**src/rtl/fifo_ctrl_6x8_pkg.sv**
```systemverilog
// Shared sizing and flag payload types for the 6x8 FIFO memory, its
// controller and the bench.
package fifo_ctrl_6x8_pkg;

  localparam int unsigned FIFO_DEPTH  = 6;
  localparam int unsigned FIFO_PTR_W  = 6;
  localparam int unsigned FIFO_DATA_W = 8;
  localparam int unsigned FIFO_CNT_W  = 4;

  typedef struct packed {
    logic full;
    logic empty;
    logic almost_full;
    logic almost_empty;
  } fifo_flags_t;

  typedef struct packed {
    logic overflow;
    logic underflow;
  } fifo_err_t;

  localparam fifo_flags_t FIFO_FLAGS_RST = '{
    full: 1'b0, empty: 1'b1, almost_full: 1'b0, almost_empty: 1'b1
  };

endpackage

```
**src/rtl/fifo_ctrl_6x8_ptr_wrap_inc.sv**
```systemverilog
// Registered memory pointer that advances on enable and wraps from
// DEPTH-1 back to 0; synchronous active-high reset.
module ptr_wrap_inc
  import fifo_ctrl_6x8_pkg::*;
#(
  parameter int unsigned DEPTH = FIFO_DEPTH,
  parameter int unsigned PTR_W = FIFO_PTR_W
) (
  input  logic             clk_i,
  input  logic             reset_i,
  input  logic             en_i,
  output logic [PTR_W-1:0] ptr_o
);

  localparam logic [PTR_W-1:0] LAST = PTR_W'(DEPTH - 1);

  logic [PTR_W-1:0] ptr_q;
  logic [PTR_W-1:0] ptr_d;

  always_comb begin
    ptr_d = ptr_q;
    if (en_i) begin
      ptr_d = (ptr_q == LAST) ? '0 : ptr_q + PTR_W'(1);
    end
  end

  always_ff @(posedge clk_i) begin
    if (reset_i) begin
      ptr_q <= '0;
    end else begin
      ptr_q <= ptr_d;
    end
  end

  assign ptr_o = ptr_q;

endmodule

```
**src/rtl/fifo_ctrl_6x8.sv**
```systemverilog
// Push/pop to memory-strobe controller for the 6x8 FIFO: pointers,
// occupancy, threshold flags and sticky overflow/underflow errors.
module fifo_ctrl_6x8
  import fifo_ctrl_6x8_pkg::*;
#(
  parameter int unsigned DEPTH = FIFO_DEPTH,
  parameter int unsigned PTR_W = FIFO_PTR_W,
  parameter int unsigned CNT_W = FIFO_CNT_W
) (
  input  logic             clk_i,
  input  logic             reset_i,
  input  logic             push_i,
  input  logic             pop_i,
  input  logic [CNT_W-1:0] af_th_i,
  input  logic [CNT_W-1:0] ae_th_i,
  output logic             write_c_o,
  output logic             read_c_o,
  output logic [PTR_W-1:0] wr_ptr_o,
  output logic [PTR_W-1:0] rd_ptr_o,
  output logic [CNT_W-1:0] count_o,
  output logic             full_o,
  output logic             empty_o,
  output logic             almost_full_o,
  output logic             almost_empty_o,
  output logic             overflow_err_o,
  output logic             underflow_err_o
);

  localparam logic [CNT_W-1:0] CNT_FULL = CNT_W'(DEPTH);

  logic [CNT_W-1:0] count_q;
  logic [CNT_W-1:0] count_d;
  fifo_flags_t      flags_q;
  fifo_flags_t      flags_d;
  fifo_err_t        err_q;
  fifo_err_t        err_d;
  logic             write_c;
  logic             read_c;

  // Full blocks push even alongside pop so the entry at rd_ptr is never
  // overwritten; empty blocks pop even alongside push (no fall-through).
  assign write_c = push_i & ~flags_q.full  & ~reset_i;
  assign read_c  = pop_i  & ~flags_q.empty & ~reset_i;

  always_comb begin
    count_d = count_q;
    unique case ({write_c, read_c})
      2'b10:   count_d = count_q + CNT_W'(1);
      2'b01:   count_d = count_q - CNT_W'(1);
      default: count_d = count_q;
    endcase
  end

  // Flags track the post-edge count and the thresholds presented this cycle.
  always_comb begin
    flags_d              = FIFO_FLAGS_RST;
    flags_d.full         = (count_d == CNT_FULL);
    flags_d.empty        = (count_d == '0);
    flags_d.almost_full  = (count_d >= af_th_i);
    flags_d.almost_empty = (count_d <= ae_th_i);
  end

  always_comb begin
    err_d           = err_q;
    err_d.overflow  = err_q.overflow  | (push_i & flags_q.full);
    err_d.underflow = err_q.underflow | (pop_i  & flags_q.empty);
  end

  always_ff @(posedge clk_i) begin
    if (reset_i) begin
      count_q <= '0;
      flags_q <= FIFO_FLAGS_RST;
      err_q   <= '0;
    end else begin
      count_q <= count_d;
      flags_q <= flags_d;
      err_q   <= err_d;
    end
  end

  ptr_wrap_inc #(
    .DEPTH (DEPTH),
    .PTR_W (PTR_W)
  ) u_wr_ptr (
    .clk_i   (clk_i),
    .reset_i (reset_i),
    .en_i    (write_c),
    .ptr_o   (wr_ptr_o)
  );

  ptr_wrap_inc #(
    .DEPTH (DEPTH),
    .PTR_W (PTR_W)
  ) u_rd_ptr (
    .clk_i   (clk_i),
    .reset_i (reset_i),
    .en_i    (read_c),
    .ptr_o   (rd_ptr_o)
  );

  assign write_c_o       = write_c;
  assign read_c_o        = read_c;
  assign count_o         = count_q;
  assign full_o          = flags_q.full;
  assign empty_o         = flags_q.empty;
  assign almost_full_o   = flags_q.almost_full;
  assign almost_empty_o  = flags_q.almost_empty;
  assign overflow_err_o  = err_q.overflow;
  assign underflow_err_o = err_q.underflow;

endmodule

```
**config.mk**
```make
export PLATFORM = sky130hd
export DESIGN_NAME = fifo_ctrl_6x8
export DESIGN_NICKNAME = d
export VERILOG_FILES = /design/src/rtl/fifo_ctrl_6x8_pkg.sv /design/src/rtl/fifo_ctrl_6x8_ptr_wrap_inc.sv /design/src/rtl/fifo_ctrl_6x8.sv
export SDC_FILE = /design/constraint.sdc
export NUM_CORES = 1
export LEC_CHECK = 0
export ABC_CLOCK_PERIOD_IN_PS = 9100
export BUFFER_PORTS_ARGS = -buffer_cell sky130_fd_sc_hd__buf_2
export CAP_MARGIN = 20
export CORE_MARGIN = 5
export CORE_UTILIZATION = 40
export CTS_CLUSTER_DIAMETER = 80
export DETAILED_ROUTE_END_ITERATION = 10
export SLEW_MARGIN = 5
export SYNTH_ARGS = -nofsm -noshare
export SYNTH_HDL_FRONTEND = slang
export SYNTH_HIERARCHICAL = 1
export SYNTH_SLANG_ARGS = --single-unit
```
**constraint.sdc**
```tcl
create_clock -name clk_i -period 9.1 [get_ports clk_i]
set_input_delay 1.82 -clock clk_i [delete_from_list [all_inputs] [get_ports clk_i]]
set_output_delay 1.82 -clock clk_i [all_outputs]
set_load 0.02 [all_outputs]
```
# --- Word-level counts from Yosys, hierarchy flattened ---
# Cells that the tools add are included.
totals:
  reg_bits: 22
  out_inout_bits: 24
  inputBits: 12
op_classes:
  n_addsub: 4
  n_reduce_logical: 1
  n_eq_ne: 5
  order_cmp: 2
  muxes: 3
  n_bitwise: 11
ops:
  columns: ["op", "count"]
  rows:
  - ["6-bit by 1-bit adder with 6-bit output (second input constant)", 2]
  - ["6-bit by 3-bit equality test with 1-bit output (second input constant)", 2]
  - ["6-bit 2-to-1 mux", 2]
  - ["4-bit one-hot mux with 2 select lines", 1]
  - ["1-bit bitwise AND", 6]
  - ["4-bit by 1-bit adder with 4-bit output (second input constant)", 1]
  - ["4-bit by 3-bit equality test with 1-bit output (second input constant)", 1]
  - ["4-bit >= comparator", 1]
  - ["4-bit less-or-equal comparator", 1]
  - ["4-bit zero test", 1]
  - ["4-bit by 1-bit subtractor with 4-bit output (second input constant)", 1]
  - ["1-bit inverter", 3]
  - ["2-bit by 1-bit equality test with 1-bit output (second input constant)", 1]
  - ["2-bit equality test (second input constant)", 1]
  - ["1-bit bitwise OR", 2]

# --- Depth between registers and ports, before layout ---
# Gate-level depths: netlist of run 1.
depth:
  depth_word: 6
  mapped_depth: 14
  mapped_depth_nobuf: 13

# --- Hierarchy ---
# Netlist of run 1, hierarchy kept.
modules_own_cells:
  columns: ["mod", "area_each_um2", "n_inst", "seq_area_each_um2", "cells_each"]
  rows:
  - ["fifo_ctrl_6x8", 689.4, 1, 200.2, 79]
  - ["ptr_wrap_inc", 281.5, 2, 120.1, 29]

# --- Worst setup path after synthesis of run 1 ---
# No wires, ideal clock.
synth_path:
  path_type: "input to output"
  startpoint: "in reset_i"
  endpoint: "out read_c_o"
  path_stages: 3
  arrival_ns: 2.537
  path_buffers: 1
  slack_ns: 4.743
  cell_sequence: "buf_6 or3b_4 inv_1"
synth_via:
  elab_chain_len: 2
synth_lines:
  columns: ["element", "line_no", "text"]
  rows:
  - ["start, declared", "fifo_ctrl_6x8.sv:11", "input logic reset_i,"]
  - ["1-bit inverter", "fifo_ctrl_6x8.sv:43", "assign read_c = pop_i & ~flags_q.empty & ~reset_i;"]
  - ["1-bit bitwise AND", "fifo_ctrl_6x8.sv:43", null]
  - ["end, declared", "fifo_ctrl_6x8.sv:17", "output logic read_c_o,"]
# No other way between the ends.

# --- Worst setup path in the final report of run 1 ---
# Ends and elaborated chain as after synthesis.

==> results of run 1 <==
power by group through the flow:
stage	Sequential [W]	Combinational, W	Clock, W
2_1_floorplan	0.000114	0.0000322	0
3_3_place_gp	0.000109	0.0000504	0
3_5_place_dp	0.000109	0.0000515	0
4_1_cts	0.000107	0.0000518	0.0000550
5_1_grt	0.000108	0.0000581	0.0000596
6_report	0.000107	0.0000512	0.0000533
logic make-up after synthesis:
logic type	after synthesis	share of synthesized area, %
buf+inv	16	6.99
compound gates	26	13.4
mux	1	0.799
simple gates	49	23.7
xor+xnor	12	8.99
flops	22	35.2
fa+ha+maj	11	11.0
per-layer routing:
| metal | global-route usage, % | vias up | share of wire (%) |
|---|---|---|---|
| li1 | - | 543 | - |
| met1 | 15.4 | 479 | 47 |
| met2 | 21.8 | 23 | 46 |
| met3 | 2.21 | 4 | 5.1 |
| met4 | 3.81 | 0 | 1.0 |
| met5 | 0 | - | 0 |
worst register-to-register path, cell delays in order (launching register included):
cell and delay (ns):
sky130_fd_sc_hd__dfxtp_1 0.34, sky130_fd_sc_hd__nor2b_1 0.28, sky130_fd_sc_hd__nand2_1 0.15, sky130_fd_sc_hd__ha_1 0.46
sky130_fd_sc_hd__xor2_1 0.44, sky130_fd_sc_hd__ha_1 0.32, sky130_fd_sc_hd__nand2b_1 0.14, sky130_fd_sc_hd__a21oi_1 0.17
sky130_fd_sc_hd__nand2_1 0.06, sky130_fd_sc_hd__o21ai_0 0.07, sky130_fd_sc_hd__a22oi_1 0.08, sky130_fd_sc_hd__o21a_1 0.19
registers in the layout, summed over array words and instances (netlist names):
register	flops
empty_o	1
u_rd_ptr/ptr_o	6
almost_empty_o	1
full_o	1
count_o	4
almost_full_o	1
underflow_err_o	1
overflow_err_o	1
u_wr_ptr/ptr_o	6
cell usage in the layout, fill, tap and decap left out, drive strengths merged:
master	netlist	layout
buf	3	35
dfxtp	22	22
nor2	20	20
inv	12	12
ha	11	11
nand2	11	11
a21oi	9	9
xor2	8	8
o21ai	5	5
xnor2	4	4
clkbuf	0	4
nand4	4	4
a211oi	3	3
nor4b	3	3
nand2b	2	2
a31o	2	2
or3	2	2
o211ai	2	2
o21a	2	2
or3b	1	1
clkinv	1	1
nor2b	1	1
o31ai	1	1
o22ai	1	1
mux2i	1	1
nor3	1	1
nor4	1	1
or2	1	1
a22oi	1	1
nand3	1	1
nor3b	1	1
metrics by stage:
| step | util [%] | hold WS [ns] | std cells | setup slack [ns] | area (sq um) |
|---|---|---|---|---|---|
| after floorplan | - | 0.569 | 137 | 4.74 | 1250 |
| final | 49.0 | 0.488 | 217 | 4.38 | 1490 |
| after detailed placement | 47.9 | 0.456 | 213 | 4.38 | 1450 |
| after global placement | 47.9 | 0.464 | 213 | 4.39 | 1450 |
| after CTS | 49.0 | 0.495 | 217 | 4.37 | 1490 |
| after global routing | 49.0 | 0.523 | 217 | 4.31 | 1490 |
area by class of cell:
cell class / count / area, sq um
clock buffer: 4 / 36.3
tap: 44 / 55.1
multi-input combinational: 99 / 724
timing repair buffer: 35 / 175
inverter: 13 / 53.8
sequential: 22 / 440
fill: 312 / 1540
path summary, 6_finish.rpt:
check,startpoint,to,slack (ns)
setup / recovery,reset_i,read_c_o,4.38
hold / removal,underflow_err_o,underflow_err_o,0.49
setup reg to reg,full_o,almost_full_o,6.32
hold reg to reg,underflow_err_o,underflow_err_o,0.49
==> summary.md, run 1 <==
| Metric | Value |
|---|---|
| CTS Buffer Depth | 2 |
| Worst slew margin relative to its limit | 68.7% |
| Sequential power share | 50.6% |
| Max_cap viols | 0 |
| Main synth FF type | sky130_fd_sc_hd__dfxtp_1 |
| Tightest Pin Transition | 0.468 ns |
| Worst-case reg-to-reg path depth | 11 |
| Root Driver | sky130_fd_sc_hd__clkbuf_4 |
| Worst path most repeated cell | sky130_fd_sc_hd__buf_2 |
| Post-layout total power | 0.000211 W |
| HPWL after detailed placement | 2010 um |
| Final-report setup violation count | 0 |
| Slowest cell on the critical path | sky130_fd_sc_hd__or3b_4 |
| Largest voltage drop on the vdd net | around 0.066 mV |
| Crit-path max FO | 15 |
| Critical Path Stages | 4 |
| Max Clock Freq | 212 MHz |
| Part of the total power dissipated in the clock network | between 20% and 30% |
| Overall routed net length | ~2500 um |
| Net switching power | 0.0000654 W |
| Global router's overall resource usage | 12.4% |
| H-tree level count | 1 |
| Async SR Flop Fraction | 0% |
| I/O pin total | 36 |
| Gpl congestion | 0.760 |
| Yosys warns | 6 |
| Share of final-layout standard cells stronger than drive strength 1 | 31.8% |
| Cell types occupying the most area after synthesis | sky130_fd_sc_hd__dfxtp_1 35%, sky130_fd_sc_hd__ha_1 11%, sky130_fd_sc_hd__nor2_1 5.7% |
| Critical Path Start Type | input port |
| Die Span Y | 66.0 um |
| Number of instances in the synthesized netlist | around 140 |
| Nets | 197 |
| Residual antenna-violating net count after detailed routing | 0 |
| Die area | 0.00435 sq mm |
| Area of the core | 0.00303 sq mm |
| Count of distinct cell types in the synthesized netlist | 39 |
| Number of vias after detailed routing | ~1000 |
| CTS tree | built |
| Fin. Hold Viols | 0 |
| Number of buffers created by CTS | 3 |
| Worst EP required | 7.28 ns |
| Worst setup EP type | primary output |
| Final slew viol count | 0 |
| Horizontal die dimension | around 66 um |
| Proportion of total power due to net switching | 30.9% |
| Post-layout minimum cycle time | 4.72 ns |
| Gate power share | between 20% and 30% |
| Clock transition at the register clock pins on the worst setup and hold paths after CTS | about 0.12 ns |
| Pleak | 0.749 nW |
| Number of antenna cells inserted | 0 |
| Setup repair after global routing missed its margin | false |
| Antenna violations before repair | 0 |
| Hold bufs inserted after CTS | 0 |
| Detailed Route Iter0 Violations | 43 |
| Mapped Nets | 160 |
| Number of remaining DRC errors | 0 |
| Number of sinks driven by the clock tree | 22 |
| DR vias/cell | 4.83 |
| Post-synthesis area per instance | 9.14 sq um |
| Arrival time of data at the critical path endpoint | 2.90 ns |
| Overflow left after global routing | 0 |
| Number of flops mapped to enable cells by yosys | 0 |
| Setup repair bufs after CTS | 0 |
| Setup skew after layout | about 0.00069 ns |
| Critical setup path kind | in -> out |
| Crit path buffers/inverters | 3 |
| Synth top area share | a little over a third |
| Slowest Stage Delay on Critical Path | around 0.45 ns |
| Combined area of all synthesized cells | about 0.0013 sq mm |
| Later-pin clock latency in the skew report | 0.30 ns |
| Ranking of synthesized cells by instance count | 22 x sky130_fd_sc_hd__dfxtp_1, 19 x sky130_fd_sc_hd__nor2_1, 12 x sky130_fd_sc_hd__inv_1, 11 x sky130_fd_sc_hd__ha_1 |
| Initial core utilization | about two fifths |
| Most frequently used cell type in the post-synthesis netlist | sky130_fd_sc_hd__dfxtp_1 |
| Area overhead of the layout relative to synthesis | 18.6% |
| Cell type group with the largest total delay on the critical path | buffers and inverters |
| Largest net degree at the start of global routing | 16 |
| Count of input and output buffers | 35 |
| Portion of the clock cycle consumed by the worst path in the final layout | 51.9% |
| Vias in the first global route | 1036 |
| First-pass iteration count of the detailed router | 4 |
| Average wire per standard cell | 11.6 um |
| Number of gates resized after CTS | 0 |
| Setup total negative slack | 0 ns |
| Worst hold path depth | 2 |
| Cell taking the most area after synthesis | sky130_fd_sc_hd__dfxtp_1 |
| Critical Path, Cell by Cell | buf_2 > or3b_4 > inv_1 > buf_2 |
| Hold Crit Class | reg -> reg |
| Std-Cell Rows | 20 |
| Global-route wire length before repair | 4310 um |
| Power per unit of standard cell area | 142 mW/mm^2 |
| Result of the run | finished clean |
| Sequential area share after synthesis | around a third |
| P_int | 0.000146 W |
| Synthesis-stage register bit count | 22 |
Note: power is estimated with default switching activity, not from simulation.
==> run 2, diff against run 1 <==
--- a/config.mk
+++ b/config.mk
@@ -5,7 +5,7 @@
 export SDC_FILE = /design/constraint.sdc
 export NUM_CORES = 1
 export LEC_CHECK = 0
-export ABC_CLOCK_PERIOD_IN_PS = 9100
+export ABC_CLOCK_PERIOD_IN_PS = 4800
 export BUFFER_PORTS_ARGS = -buffer_cell sky130_fd_sc_hd__buf_2
 export CAP_MARGIN = 20
 export CORE_MARGIN = 5
==> constraint.sdc (replaced) <==
create_clock -name clk_i -period 4.8 [get_ports clk_i]
set_input_delay 0.96 -clock clk_i [delete_from_list [all_inputs] [get_ports clk_i]]
set_output_delay 0.96 -clock clk_i [all_outputs]
set_load 0.02 [all_outputs]
==> summary.md, run 2 (synthesis results as in run 1) <==
| Metric | Value |
|---|---|
| Slowest cell on the critical path | sky130_fd_sc_hd__or3b_4 |
| Nets | roughly 200 |
| Std-Cell Rows | 20 |
| Final slew viol count | 0 |
| Crit-path max FO | 15 |
| Gpl congestion | between 0.7 and 0.8 |
| Arrival time of data at the critical path endpoint | 3.48 ns |
| Setup repair bufs after CTS | 0 |
| Detailed Route Iter0 Violations | 17 |
| Global router's overall resource usage | around 12% |
| Horizontal die dimension | 66.0 um |
| Largest voltage drop on the vdd net | 0.126 mV |
| Hold bufs inserted after CTS | 0 |
| Worst setup EP type | flip-flop |
| Worst hold path depth | 2 |
| H-tree level count | 1 |
| Vias in the first global route | 1036 |
| Net switching power | 0.000123 W |
| Worst-case reg-to-reg path depth | 12 |
| Area overhead of the layout relative to synthesis | 18.6% |
| Combined flip-flop and latch cell area | 440 sq um |
| Max_cap viols | 0 |
| Critical setup path kind | in -> reg |
| DR vias/cell | between 4 and 5 |
| Pleak | 0.749 nW |
| Portion of the clock cycle consumed by the worst path in the final layout | 67.3% |
| Setup total negative slack | 0 ns |
| Number of antenna cells inserted | 0 |
| Power per unit of standard cell area | 269 mW/mm^2 |
| Result of the run | finished clean |
| Multi-input gate area | just over 700 sq um |
| Fill count | 303 |
| Final Instance Area | 0.00149 sq mm |
| First-pass iteration count of the detailed router | 4 |
| Part of the total power dissipated in the clock network | 25.2% |
| HPWL after detailed placement | 2020 um |
| Number of remaining DRC errors | 0 |
| Number of gates resized after CTS | 0 |
| Setup skew after layout | approximately 0.0028 ns |
| CTS Buffer Depth | 2 |
| Post-layout minimum cycle time | 3.23 ns |
| Final-report setup violation count | 0 |
| Top library cells by usage in the layout, fill and taps aside | 35 x sky130_fd_sc_hd__buf_2, 22 x sky130_fd_sc_hd__dfxtp_1, 19 x sky130_fd_sc_hd__nor2_1 |
| Number of vias after detailed routing | approximately 1000 |
| Later-pin clock latency in the skew report | around 0.30 ns |
| Count of input and output buffers | 35 |
| CTS tree | built |
| Initial core utilization | 41.4% |
| Number of buffers created by CTS | 3 |
| Worst EP required | 5.06 ns |
| Overall routed net length | 2510 um |
| Max Clock Freq | 310 MHz |
| Crit path setup slack, layout | 1.57 ns |
| Die Span Y | 66.0 um |
| P_int | 0.000277 W |
| Root Driver | sky130_fd_sc_hd__clkbuf_4 |
| Critical Path Start Type | input port |
| Antenna violations before repair | 0 |
| Overflow left after global routing | 0 |
| Post-layout total power | around 0.00040 W |
| Proportion of total power due to net switching | between 30% and 40% |
| Tightest Pin Transition | 0.368 ns |
| DP Area | 0.00145 sq mm |
| Share of final-layout standard cells stronger than drive strength 1 | 31.8% |
| Worst path most repeated cell | sky130_fd_sc_hd__ha_1 |
| Largest net degree at the start of global routing | 16 |
| I/O pin total | 36 |
| Critical Path, Cell by Cell | buf_2 > or3b_4 > clkinv_4 > nand2_4 > xnor2_1 > ha_1 > mux2i_1 > inv_1 > ha_1 > a21oi_1 > or2_2 > a22oi_1 > o21a_1 |
| Fin. Hold Viols | 0 |
| Hold Crit Class | reg -> reg |
| Residual antenna-violating net count after detailed routing | 0 |
| Worst Setup Slack post-DPL | 1.24 ns |
| Number of sinks driven by the clock tree | 22 |
| Worst slew margin relative to its limit | 74.8% |
| Global-route wire length before repair | 4260 um |
| Area of the core | around 0.0030 sq mm |
| Average wire per standard cell | 11.6 um |
| Clock transition at the register clock pins on the worst setup and hold paths after CTS | 0.12 ns |
| Sequential power share | 50.7% |
| Slowest Stage Delay on Critical Path | 0.45 ns |
| Gate power share | 24.1% |
| Setup repair after global routing missed its margin | false |
| Commonest non-fill, non-tap cell in the layout | sky130_fd_sc_hd__buf_2 |
| Die area | 0.00435 sq mm |
run 2: metrics by stage:
stage               util [%]  std cells  hold slack [ns]
floorplan                  -        137            0.569
global route            49.0        217            0.530
finish                  49.0        217            0.493
global placement        47.9        213            0.456
detailed placement      47.9        213            0.469
CTS                     49.0        217            0.499
run 2: final timing paths:
kind                                   endpoint  slack, ns       startpoint
worst max-delay path              almost_full_o       1.57          reset_i
worst min-delay path            underflow_err_o       0.49  underflow_err_o
worst max register to register    almost_full_o       2.09          empty_o
worst min register to register  underflow_err_o       0.49  underflow_err_o
run 2: layout make-up:
class / instances / area share [%]
Clock buffer: 4 / 2.44
Tap cell: 44 / 3.71
Multi-Input combinational cell: 99 / 48.8
Inverter: 13 / 3.62
Timing Repair Buffer: 35 / 11.8
Sequential cell: 22 / 29.7
run 2: critical path: cells and delay by family:
family | cells | cell delay (ns)
AND/OR/NAND/NOR | 3 | 0.77
adder cells (fa/ha/maj) | 2 | 0.57
buffers and inverters | 3 | 0.39
AO/OA/AOI/OAI | 3 | 0.35
multiplexers | 1 | 0.31
XOR/XNOR | 1 | 0.12
run 2: metal layers:
metal  part of all wire (%)  wire, um  GRT usage [%]
met2                     49      1230           22.4
met3                    4.3       107           2.04
met4                   0.60        15           3.81
met1                     46      1160           14.6
met5                      0         0              0
run 2: power groups by stage:
| stage | Combinational (W) | Clock [W] | Sequential, W |
|---|---|---|---|
| 2_1_floorplan | 0.0000611 | 0 | 0.000217 |
| 6_report | 0.0000964 | 0.000101 | 0.000203 |
| 3_5_place_dp | 0.0000971 | 0 | 0.000207 |
| 4_1_cts | 0.0000976 | 0.000105 | 0.000203 |
| 3_3_place_gp | 0.0000956 | 0 | 0.000206 |
| 5_1_grt | 0.000109 | 0.000110 | 0.000205 |
